<file path="src/rtl/niosii_ram_pkt_writer_pkg.sv">
`default_nettype none
// ============================================================================
//  Module      : niosii_ram_pkt_writer_pkg
//  Description : Shared constants and FSM state type for the packet writer.
//  Revision    : 1.0 - initial release
// ============================================================================
package niosii_ram_pkt_writer_pkg;

    localparam int c_LANES  = 4;
    localparam int c_BYTE_W = 8;
    localparam int c_WORD_W = c_LANES * c_BYTE_W;
    localparam int c_LANE_W = $clog2(c_LANES);

    typedef enum logic [2:0] {
        ST_IDLE     = 3'd0,
        ST_WAIT_SOP = 3'd1,
        ST_PACK     = 3'd2,
        ST_WRITE    = 3'd3,
        ST_DONE     = 3'd4
    } state_t;

endpackage : niosii_ram_pkt_writer_pkg
`default_nettype wire

</file>
<file path="src/rtl/niosii_byte_packer.sv">
`default_nettype none
// ============================================================================
//  Module      : niosii_byte_packer
//  Description : Little-endian byte-to-word accumulator with lane enables.
//  Revision    : 1.0 - initial release
// ============================================================================
module niosii_byte_packer
    import niosii_ram_pkt_writer_pkg::*;
(
    input  logic                clk,
    input  logic                reset_n,
    input  logic                clear,
    input  logic                push,
    input  logic [c_BYTE_W-1:0] byte_in,
    output logic [c_WORD_W-1:0] word,
    output logic [c_LANES-1:0]  byteenable,
    output logic                word_full
);

    logic [c_WORD_W-1:0] r_word;
    logic [c_LANES-1:0]  r_be;
    logic [c_LANE_W-1:0] r_lane;

    always_ff @(posedge clk or negedge reset_n) begin
        if (!reset_n) begin
            r_word <= '0;
            r_be   <= '0;
            r_lane <= '0;
        end else if (clear) begin
            r_word <= '0;
            r_be   <= '0;
            r_lane <= '0;
        end else if (push) begin
            r_word[{r_lane, 3'b000} +: c_BYTE_W] <= byte_in;
            r_be[r_lane]                         <= 1'b1;
            r_lane                               <= r_lane + 1'b1;
        end
    end

    // Asserted on the push that fills the last lane.
    assign word_full  = push && (r_lane == c_LANE_W'(c_LANES - 1));
    assign word       = r_word;
    assign byteenable = r_be;

endmodule : niosii_byte_packer
`default_nettype wire

</file>
<file path="src/rtl/niosii_ram_pkt_writer.sv">
`default_nettype none
// ============================================================================
//  Module      : niosii_ram_pkt_writer
//  Description : Captures one Avalon-ST byte packet into on-chip RAM as words.
//  Revision    : 1.0 - initial release
// ============================================================================
module niosii_ram_pkt_writer
    import niosii_ram_pkt_writer_pkg::*;
#(
    parameter int ADDR_W    = 10,
    parameter int MAX_WORDS = 1024,
    parameter int LEN_W     = 12
) (
    input  logic                clk,
    input  logic                reset_n,
    input  logic                arm,
    input  logic [ADDR_W-1:0]   base_addr,
    input  logic [c_BYTE_W-1:0] st_data,
    input  logic                st_valid,
    input  logic                st_sop,
    input  logic                st_eop,
    output logic                st_ready,
    output logic [ADDR_W-1:0]   m_address,
    output logic                m_chipselect,
    output logic                m_write,
    output logic [c_LANES-1:0]  m_byteenable,
    output logic [c_WORD_W-1:0] m_writedata,
    input  logic                m_waitrequest,
    output logic                done,
    output logic [LEN_W-1:0]    pkt_len,
    output logic                overflow,
    output logic                busy
);

    localparam int c_WCNT_W = $clog2(MAX_WORDS + 1);

    state_t              r_state;
    state_t              w_next;
    logic [ADDR_W-1:0]   r_addr;
    logic [c_WCNT_W-1:0] r_word_cnt;
    logic                r_full;
    logic                r_eop_word;
    logic [LEN_W-1:0]    r_byte_cnt;
    logic                r_ovf_seen;

    logic w_push;
    logic w_clear;
    logic w_discard;
    logic w_write_done;
    logic w_word_full;

    assign st_ready     = (r_state == ST_WAIT_SOP) || (r_state == ST_PACK);
    assign w_write_done = (r_state == ST_WRITE) && !m_waitrequest;
    assign w_clear      = w_write_done || ((r_state == ST_IDLE) && arm);
    assign w_discard    = (r_state == ST_PACK) && st_valid && r_full;
    assign w_push       = ((r_state == ST_WAIT_SOP) && st_valid && st_sop)
                        || ((r_state == ST_PACK) && st_valid && !r_full);

    niosii_byte_packer u_packer (
        .clk        (clk),
        .reset_n    (reset_n),
        .clear      (w_clear),
        .push       (w_push),
        .byte_in    (st_data),
        .word       (m_writedata),
        .byteenable (m_byteenable),
        .word_full  (w_word_full)
    );

    always_comb begin
        w_next = r_state;
        case (r_state)
            ST_IDLE:     if (arm) w_next = ST_WAIT_SOP;
            ST_WAIT_SOP: if (w_push) w_next = st_eop ? ST_WRITE : ST_PACK;
            ST_PACK: begin
                // Once the window is full, bytes are drained until end of packet.
                if (w_discard && st_eop)
                    w_next = ST_DONE;
                else if (w_push && (w_word_full || st_eop))
                    w_next = ST_WRITE;
            end
            ST_WRITE:    if (w_write_done) w_next = r_eop_word ? ST_DONE : ST_PACK;
            ST_DONE:     w_next = ST_IDLE;
            default:     w_next = ST_IDLE;
        endcase
    end

    always_ff @(posedge clk or negedge reset_n) begin
        if (!reset_n) begin
            r_state    <= ST_IDLE;
            r_addr     <= '0;
            r_word_cnt <= '0;
            r_full     <= 1'b0;
            r_eop_word <= 1'b0;
            r_byte_cnt <= '0;
            r_ovf_seen <= 1'b0;
            pkt_len    <= '0;
            overflow   <= 1'b0;
        end else begin
            r_state <= w_next;
            if ((r_state == ST_IDLE) && arm) begin
                r_addr     <= base_addr;
                r_word_cnt <= '0;
                r_full     <= 1'b0;
                r_eop_word <= 1'b0;
                r_byte_cnt <= '0;
                r_ovf_seen <= 1'b0;
                pkt_len    <= '0;
                overflow   <= 1'b0;
            end
            if (w_push) begin
                r_eop_word <= st_eop;
                if (r_byte_cnt != '1)
                    r_byte_cnt <= r_byte_cnt + 1'b1;
            end
            if (w_discard)
                r_ovf_seen <= 1'b1;
            if (w_write_done) begin
                r_addr     <= r_addr + 1'b1;
                r_word_cnt <= r_word_cnt + 1'b1;
                if (r_word_cnt == c_WCNT_W'(MAX_WORDS - 1))
                    r_full <= 1'b1;
            end
            if ((w_next == ST_DONE) && (r_state != ST_DONE)) begin
                pkt_len  <= r_byte_cnt;
                overflow <= r_ovf_seen || w_discard;
            end
        end
    end

    assign m_address    = r_addr;
    assign m_chipselect = (r_state == ST_WRITE);
    assign m_write      = (r_state == ST_WRITE);
    assign done         = (r_state == ST_DONE);
    assign busy         = (r_state != ST_IDLE);

endmodule : niosii_ram_pkt_writer
`default_nettype wire

</file>
<file path="config.mk">
export PLATFORM = sky130hd
export DESIGN_NAME = niosii_ram_pkt_writer
export DESIGN_NICKNAME = d
export VERILOG_FILES = /design/src/rtl/niosii_ram_pkt_writer_pkg.sv /design/src/rtl/niosii_byte_packer.sv /design/src/rtl/niosii_ram_pkt_writer.sv
export SDC_FILE = /design/constraint.sdc
export NUM_CORES = 1
export LEC_CHECK = 0
export BUFFER_PORTS_ARGS = -buffer_cell sky130_fd_sc_hd__buf_2
export CAP_MARGIN = 20
export CORE_UTILIZATION = 55
export DETAILED_ROUTE_END_ITERATION = 7
export GPL_TIMING_DRIVEN = 0
export PLACE_DENSITY = 0.8
export SYNTH_ARGS = -nofsm -noshare
export SYNTH_HDL_FRONTEND = slang
export SYNTH_SLANG_ARGS = --single-unit
</file>
<file path="constraint.sdc">
create_clock -name clk -period 2.37 [get_ports clk]
set_input_delay 0.237 -clock clk [delete_from_list [all_inputs] [get_ports clk]]
set_output_delay 0.237 -clock clk [all_outputs]
set_load 0.005 [all_outputs]
</file>
# Word-level counts from Yosys, hierarchy flattened
# Cells that the tools add are included.
# classes
n_addsub	5
order_cmp	2
n_eq_ne	9
shifts	2
muxes	33
n_bitwise	1
n_reduce_logical	26
# op_table
operator	count
32-bit 2-to-1 mux	2
12-bit 2-to-1 mux	5
32-bit bitwise mux	1
8-bit by 7-bit variable shift with 32-bit output (first input constant)	1
8-bit by 7-bit variable part select with 32-bit output	1
11-bit 2-to-1 mux	2
10-bit 2-to-1 mux	2
3-bit 2-to-1 mux	6
12-bit by 1-bit adder with 12-bit output (second input constant)	1
1-bit logical AND	12
12-bit != test (second input constant)	1
3-bit case mux with 4 select lines	1
11-bit by 1-bit adder with 11-bit output (second input constant)	1
11-bit by 10-bit equality test with 1-bit output (second input constant)	1
10-bit by 1-bit adder with 10-bit output (second input constant)	1
2-bit nonzero test	5
1-bit 2-to-1 mux	9
4-bit 2-to-1 mux	2
5-bit negation with 7-bit output	1
3-bit by 2-bit equality test with 1-bit output (second input constant)	2
3-bit equality test (second input constant)	2
1-bit logical OR	5
2-bit 2-to-1 mux	2
4-bit OR	1
other kinds (10)	11
# word_totals
regBits	90
input_bits	25
out_inout_bits	64
wordCells	90

# Logic depth before layout (Yosys ltp)
# Gate-level depths: netlist of run 1.
# logic_depth
depth_word	13
depth_mapped	7
mapped_depth_nobuf	6

# Hierarchy
# Synthesis of run 1 repeated with hierarchy kept, for this count alone.
# hier_totals
cells_unflattened	424
area_unflattened_um2	4506.8
# modules_own_cells
module	n_inst	cells_each	area_each_um2	seq_area_each_um2
niosii_ram_pkt_writer	1	280	2680.1	1301.2
niosii_byte_packer	1	144	1826.8	950.9

# Least setup slack after synthesis of run 1
# No wires, ideal clock.
# synth_path
kind	reg2reg
start	register r_state[1]
end	register r_addr[4], in the netlist m_address[4]
setup_time_ns	0.126
arrival_time_ns	1.619
required_ns	2.244
slack_ns	0.625
stages_incl_launch_ff	6
path_buffers	1
period_less_slack_ns	1.745
path_cell_list	dfrtp_1 -> or3b_1 -> a21oi_2 -> buf_4 -> o21ai_1 -> a221o_1
# synth_between
elab_chain_len	3
elab_cells_between_ends	6
classes_between	eq/ne (1); mux (1); reduce/logical (4)
# synth_rtl
element	line_no	rtl
start, declared	niosii_ram_pkt_writer.sv:37	state_t r_state;
start signal, assigned	niosii_ram_pkt_writer.sv:100	r_state <= w_next;
3-bit by 2-bit equality test with 1-bit output / 3-bit zero test (equally long branches)	niosii_ram_pkt_writer.sv:53, niosii_ram_pkt_writer.sv:101	
1-bit logical AND (on tied branches)	niosii_ram_pkt_writer.sv:53, niosii_ram_pkt_writer.sv:101	
10-bit 2-to-1 mux / 2-bit nonzero test (equally long branches)	--	
end signal, assigned	niosii_ram_pkt_writer.sv:102	r_addr <= base_addr;
end signal, assigned	niosii_ram_pkt_writer.sv:119	r_addr <= r_addr + 1'b1;
end, declared	niosii_ram_pkt_writer.sv:39	logic [ADDR_W-1:0] r_addr;
# Parallel ways exist; a longest one is shown, timed or not.
# A chain may end at the register's enable or synchronous reset.

# Final worst setup path of run 1
# layout_path
start	register r_state[0]
end	register u_packer.r_word[25], in the netlist u_packer.word[25]
# layout_between
elab_chain_len	5
elab_cells_between_ends	14
classes_between	eq/ne (3); mux (1); reduce/logical (10)
# layout_rtl
element	line_no	rtl
3-bit by 1-bit equality test with 1-bit output / 3-bit by 2-bit equality test with 1-bit output (equally long branches)	niosii_ram_pkt_writer.sv:56, niosii_ram_pkt_writer.sv:57	
1-bit logical AND (on tied branches) (2 in series)	niosii_ram_pkt_writer.sv:56, niosii_ram_pkt_writer.sv:57	
1-bit logical OR	niosii_ram_pkt_writer.sv:57	|| ((r_state == ST_PACK) && st_valid && !r_full);
2-bit nonzero test (no source line)	--	
end signal, assigned by index	niosii_byte_packer.sv:34	r_word[{r_lane, 3'b000} +: c_BYTE_W] <= byte_in;
end, declared	niosii_byte_packer.sv:20	logic [c_WORD_W-1:0] r_word;
# Parallel ways exist; a longest one is shown, timed or not.

==> reports/results.ini, run 1 <==
[placement]
globalplace.congestion=0.8476
hpwlAfterDp_um=7936
io_buffers=88

[sta]
finClkSkew_ps=14.21
tightest_slew_ps=662.8
hold_viol=0
min_period_over_period_pct=89.90
slew_violations=0
final-setup-viol-count=0
maxSlewHeadroom_pct=55.62
rsz0062_at_grt=no
setup_tns_ps=0
period_needed_ps=2131
fmax_mhz=469.3

[detailed_routing]
initialDrtViolationCount=192
wl_per_cell_um=16.61
routed_wl_um=10780
ant_nets=0
viasPerCell=5.985
vias=3884
drc_errors=0
first_pass_iters=5

[global_route]
grt_use_met2_pct=48.55
busiest_layer=met2
track_usage_pct=27.60
grt_start_max_net_pins=47
met3_usage_pct=5.276
grt_pass1_wl_um=18190
gr-total-overflow=0
grt_pass1_vias=3853
met1_usage_pct=32.95
antenna_found_initial=0

[synth]
ys.flop_type=dfrtp_1
syn_inst=441
yosysTopAreaCellShare_pct=51.33
synth-edff-count=0
synth_area_mm2=0.004388
ys_seq_elements=90
synth_area_leader_cell=dfrtp_1
ys.warnings.count=0
async_flop_share_pct=100.0
synth.top_cells.by_area=dfrtp_1 (51%), nand3_1 (5.7%), nand2_1 (4.5%)
syn-num-nets=474
synth.distinct_cells=56
synth.yosys.seq_area_share_pct=51.33
syn_area_per_cell_um2=9.950

[setup_path]
crit_path_max_fanout=10
path_class=reg2reg
critPathSlowestCell=o211ai_1
cp_cell_sequence=buf_2 > and3b_1 > buf_2 > o211ai_1 > buf_2 > nand3_1 > o31ai_1
endpoint_kind=register
worstPathArrival_ps=2390
crit_top_cell=buf_2
crit_path_start_kind=register
cp.required_ps=2630
cpPeakStageDelay_ps=550

[floorplanning]
die_area_mm2=0.008339
die_h_um=91.32
io-pin-count=89
die_w_um=91.32
rows=32
start_util_pct=56.78
core_mm2=0.007727

[hold_path]
min_path_type=in2reg

[power_and_ir_drop]
power_density_mw_per_mm2=981.6
max-vdd-ir-drop_mv=0.4226
leakage_nw=2.489

[finish]
area_growth_pct=19.48
antennaDiodeCount=0
post-route-util_pct=67.84
fin_nets=576
layout-drive-gt1-share_pct=23.58

[cts]
htree_levels=3
cts_tree=built
cts_root_buf=clkbuf_8
clk_latency_ps=360
cts_buffers=9
clkSlewWorstSetupHoldPaths_ps=100
clock_sinks=90
cts.repair.resized=0
clockBufferDepth=2

[run]
maxCapViolations=0

[run_status]
status=complete, no violations

-- registers in the layout, summed over array words and instances (netlist names) --
signal / cells
r_byte_cnt: 12
r_state: 3
overflow: 1
r_word_cnt: 11
u_packer.r_lane: 2
m_address: 10
u_packer.word: 32
r_ovf_seen: 1
u_packer.byteenable: 4
r_eop_word: 1
r_full: 1
pkt_len: 12
-- cell type report --
type | instances | area, um2
Clock inverter | 6 | 115.1
Clock buffer | 9 | 123.9
Timing Repair Buffer | 91 | 488.0
Sequential cell | 90 | 2252
Multi-Input combinational cell | 301 | 1927
Buffer | 30 | 133.9
Tap cell | 102 | 127.6
Inverter | 20 | 75.07
Fill cell | 612 | 2485
-- power breakdown --
part	total [mW]	switching (mW)	internal, mW
Combinational	1.83	1.10	0.732
Sequential	2.06	0.257	1.80
Clock	1.26	0.556	0.700
Total	5.15	1.91	3.23
-- worst paths after layout --
path | from | endpoint | slack (ps) | depth (start not counted)
min in group asynchronous | reset_n | u_packer.word[10] | 430 | 2
worst max-delay path | r_state[0] | u_packer.word[25] | 240 | 7
worst min register to register | u_packer.word[4] | u_packer.word[4] | 490 | 1
worst max register to register | r_state[0] | u_packer.word[25] | 240 | 7
max in group asynchronous | reset_n | r_byte_cnt[9] | 1290 | 3
worst min-delay path | base_addr[2] | m_address[2] | 90 | 3
-- worst max-delay path: cells and delay by family, from the launching register on --
family,cells,cell delay [ps]
AOI/OAI and AO/OA,2,650
buffers and inverters,3,670
DFF,1,400
and+or+nand+nor,2,310
-- Yosys cell counts (all sizes together) (2+ instances only) --
cell,number
nor2b,2
ha,8
o211ai,14
o31ai,21
o21ai,33
inv,20
and4,4
nor4,2
a21o,3
a21oi,11
nand3,50
nor3,5
nor2,16
xnor2,2
dfrtp,90
or3b,2
clkbuf,15
a31oi,3
and2,2
buf,15
o41ai,2
mux2,8
a221o,3
o311ai,7
or3,2
nand4,8
mux2i,9
nand2,53
nor3b,3
and3,3
nor4b,8
or4,2
-- cells by family after synthesis --
| kind of cell | count (synthesis) | share of synthesized area (%) |
|---|---|---|
| AO/OA/AOI/OAI | 105 | 16.80 |
| XOR/XNOR | 2 | 0.3993 |
| adder cells (fa/ha/maj) | 8 | 2.281 |
| buffers and inverters | 50 | 4.762 |
| flip-flops | 90 | 51.33 |
| multiplexers | 17 | 4.106 |
| AND/OR/NAND/NOR | 169 | 20.33 |
-- timing repair --
| item | in CTS | in global routing |
|---|---|---|
| hold endpoints to repair | 44 | 0 |
| buffers inserted | 0 | 1 |
| setup endpoints to repair | 0 | 7 |
| hold buffers | 1 | 0 |
-- cells in the final DEF, fill, tap and decap left out, types with 2 or more instances in the layout --
master and instances:
buf_1 2, or3_1 2, nand3_1 50, ha_1 8, o41ai_1 2, o211ai_1 12, nor2b_1 2, and3_1 3
nor3_1 5, a31oi_1 3, buf_4 4, clkbuf_1 15, nor3b_1 2, a21o_1 3, buf_2 98, bufinv_16 3
or4_1 2, a21oi_1 10, nand2_1 53, clkbuf_8 9, nor2_1 16, a221o_1 3, and4_1 4, o311ai_1 7
dfrtp_1 90, nand4_1 8, o21ai_1 31, and2_1 2, mux2_1 7, o31ai_1 21, o211ai_2 2, mux2i_1 9
inv_1 20, or3b_1 2, xnor2_1 2, nor4b_1 8
-- stage by stage --
| stage | cell area [um2] | power (mW) | hold slack, ps | std cells | setup slack, ps |
|---|---|---|---|---|---|
| final | 5243 | 5.146 | 91.65 | 649 | 239.4 |
| after global routing | 5243 | 5.476 | 87.15 | 649 | 63.23 |
| after CTS | 5235 | 5.150 | 81.78 | 648 | 234.3 |
| after detailed placement | 4986 | 3.906 | 287.2 | 632 | 266.0 |
| after global placement | 4956 | 3.820 | 457.0 | 631 | 283.5 |
| after floorplan | 4388 | 3.232 | -58.59 | 441 | 625.5 |
-- metal layers --
metal | part of all wire, % | up-vias
li1 | - | 1819
met1 | 41 | 1930
met2 | 52 | 110
met3 | 4.2 | 25
met4 | 2.6 | 0
met5 | 0 | -
(Power assumes the default switching activity.)
==> run 2: changes to the inputs <==
--- a/config.mk
+++ b/config.mk
@@ -5,8 +5,7 @@
 export SDC_FILE = /design/constraint.sdc
 export NUM_CORES = 1
 export LEC_CHECK = 0
-export BUFFER_PORTS_ARGS = -buffer_cell sky130_fd_sc_hd__buf_2
-export CAP_MARGIN = 20
+export BUFFER_PORTS_ARGS = -buffer_cell sky130_fd_sc_hd__buf_4
 export CORE_UTILIZATION = 55
 export DETAILED_ROUTE_END_ITERATION = 7
 export GPL_TIMING_DRIVEN = 0
==> run 2 against run 1 <==
  * Critical path depth is 1 lower
  * Worst setup slack better by 16 ps
  * First-iteration DRC count rose by 18%
  * Non-clock buffer count decreased by 2
  * Power up 0.80%
  * Global-route usage barely moved
  * Register-to-register slack gained 20 ps
  * Maximum frequency increased by 0.76%
  * Hold slack got worse by 28 ps
==> reports/results.ini, run 2 (synthesis gave the netlist of run 1 again) <==
[sta]
final-setup-viol-count=0  ; unchanged
maxSlewHeadroom_pct=24.30  ; -31 points
slew_violations=0  ; unchanged
setup_ws_ps=255.5  ; +16.09 ps
fmax_mhz=472.9  ; +0.76%
hold_viol=0  ; unchanged
setup_tns_ps=0  ; unchanged
min_period_over_period_pct=89.22  ; -0.68 points
finClkSkew_ps=6.917  ; -7.296 ps
rsz0062_at_grt=no
tightest_slew_ps=1135  ; +472.7 ps
period_needed_ps=2115  ; -16.09 ps

[run]
maxCapViolations=0  ; unchanged

[cts]
clkSlewWorstSetupHoldPaths_ps=90  ; about the same
clk_latency_ps=360  ; about the same
postCtsSetupBuffers=0  ; unchanged
clock_sinks=90  ; unchanged
cts_root_buf=clkbuf_8
htree_levels=3  ; unchanged
hold_buffers=0  ; -1
cts.repair.resized=0  ; unchanged
cts_tree=built
cts_buffers=9  ; unchanged
clockBufferDepth=2  ; unchanged

[power_and_ir_drop]
leakage_nw=2.484  ; -0.23%
power_density_mw_per_mm2=959.9  ; -2.2%
max-vdd-ir-drop_mv=0.3937  ; -6.8%

[setup_path]
timing.rr.end=m_address[1]
cp_cell_sequence=buf_2 > nor3_1 > and2_1 > buf_1 > a222oi_1 > inv_1
cp.required_ps=2660  ; +30 ps
crit_path_start_kind=register
path_class=reg2reg
critPathSlowestCell=buf_1
endpoint_kind=register
r2r_start=r_state[1]
crit_path_max_fanout=10  ; unchanged
r2r_cells=6  ; -1
worstPathArrival_ps=2410  ; +20 ps
ff2ff_setup_slack_ps=260  ; +20 ps
cpPeakStageDelay_ps=460  ; -90 ps

[finish]
layout_common_cells=buf_4 (91), dfrtp_1 (90), nand2_1 (53), nand3_1 (50), o21ai_1 (31)
n_fill_cell=588  ; -3.9%
fin_nets=574  ; -0.35%
final_common_cell=buf_4
largest_reg_flops=32  ; unchanged
area_growth_pct=23.15
antennaDiodeCount=0  ; unchanged
layout-drive-gt1-share_pct=23.26  ; -0.32 points

[global_route]
gr-total-overflow=0  ; unchanged
grt_pass1_wl_um=18060  ; -0.72%
track_usage_pct=27.59  ; about the same
grt_start_max_net_pins=91  ; +94%
grt_pass1_vias=3786  ; -1.7%
antenna_found_initial=0  ; unchanged

[detailed_routing]
routed_wl_um=10960  ; +1.7%
vias=3917  ; +0.85%
initialDrtViolationCount=226  ; +18%
first_pass_iters=5  ; unchanged
viasPerCell=6.045  ; +1.0%
wl_per_cell_um=16.91  ; +1.8%
ant_nets=0  ; unchanged
drc_errors=0  ; unchanged

[floorplanning]
start_util_pct=56.78  ; unchanged
die_w_um=91.32  ; unchanged
rows=32  ; unchanged
die_h_um=91.32  ; unchanged
core_mm2=0.007727  ; unchanged
die_area_mm2=0.008339  ; unchanged
io-pin-count=89  ; unchanged

[hold_path]
min_path_type=in2async

[run_status]
status=complete, no violations

[placement]
globalplace.congestion=0.8851  ; +4.4%
preCtsSetupSlack_ps=245.5  ; -20.46 ps
hpwlAfterDp_um=8018  ; +1.0%
io_buffers=88  ; unchanged

-- run 2: cell types whose count changed in the layout (fill, tap and decap cells not counted) --
cell,previous run,this run
buf_16,1,0
buf_2,98,11
buf_4,4,91
bufinv_16,3,2
clkbuf_1,15,17
clkbuf_8,9,10
clkinv_4,1,0
clkinvlp_4,1,2
dlygate4sd3_1,1,0
inv_6,1,0
-- run 2: worst max-delay path: cells and delay by family (launching register included) --
family / cells / cell delay, ps
buf+inv: 3 / 750
compound gates: 1 / 230
simple gates: 2 / 620
flops: 1 / 440
-- run 2: stage by stage --
| step | cell area [um2] | cells | hold WS [ps] | power (mW) | utilization [%] |
|---|---|---|---|---|---|
| floorplan | 4388 | 441 | -58.59 | 3.232 | - |
| global placement | 5176 | 631 | 454.0 | 3.960 | 66.99 |
| detailed placement | 5176 | 631 | 459.7 | 4.040 | 66.99 |
| CTS | 5396 | 647 | 86.88 | 5.185 | 69.83 |
| global route | 5404 | 648 | 99.29 | 5.502 | 69.93 |
| finish | 5404 | 648 | 63.73 | 5.187 | 69.93 |
-- run 2: layer usage --
metal	wire, um	GRT usage [%]	part of all wire (%)
met5	0	0	0
met4	321	12.43	2.9
met3	517	4.271	4.7
met2	5669	49.12	52
met1	4450	32.87	41
-- run 2: final cells by class --
| type | instances | area, um2 | area share (%) |
|---|---|---|---|
| Multi-Input combinational cell | 301 | 1927 | 35.66 |
| Timing Repair Buffer | 89 | 668.1 | 12.36 |
| Tap cell | 102 | 127.6 | 2.362 |
| Sequential cell | 90 | 2252 | 41.68 |
| Inverter | 20 | 75.07 | 1.389 |
| Clock inverter | 4 | 75.07 | 1.389 |
| Buffer | 30 | 133.9 | 2.477 |
| Clock buffer | 12 | 145.1 | 2.686 |
-- run 2: worst max path at each step --
stage	from	cells after the start	end
finish	r_state[1]	6	m_address[1]
global route	r_state[1]	6	r_word_cnt[7]
CTS	u_packer.r_lane[0]	5	u_packer.word[22]
detailed placement	u_packer.r_lane[0]	5	u_packer.word[22]
global placement	u_packer.r_lane[0]	5	u_packer.word[23]
floorplan	r_state[1]	5	m_address[4]
-- run 2: power breakdown --
group	switching [mW]	total [mW]	internal (mW)
Sequential	0.271	2.07	1.80
Combinational	1.10	1.95	0.852
Clock	0.540	1.16	0.624
Total	1.91	5.19	3.28
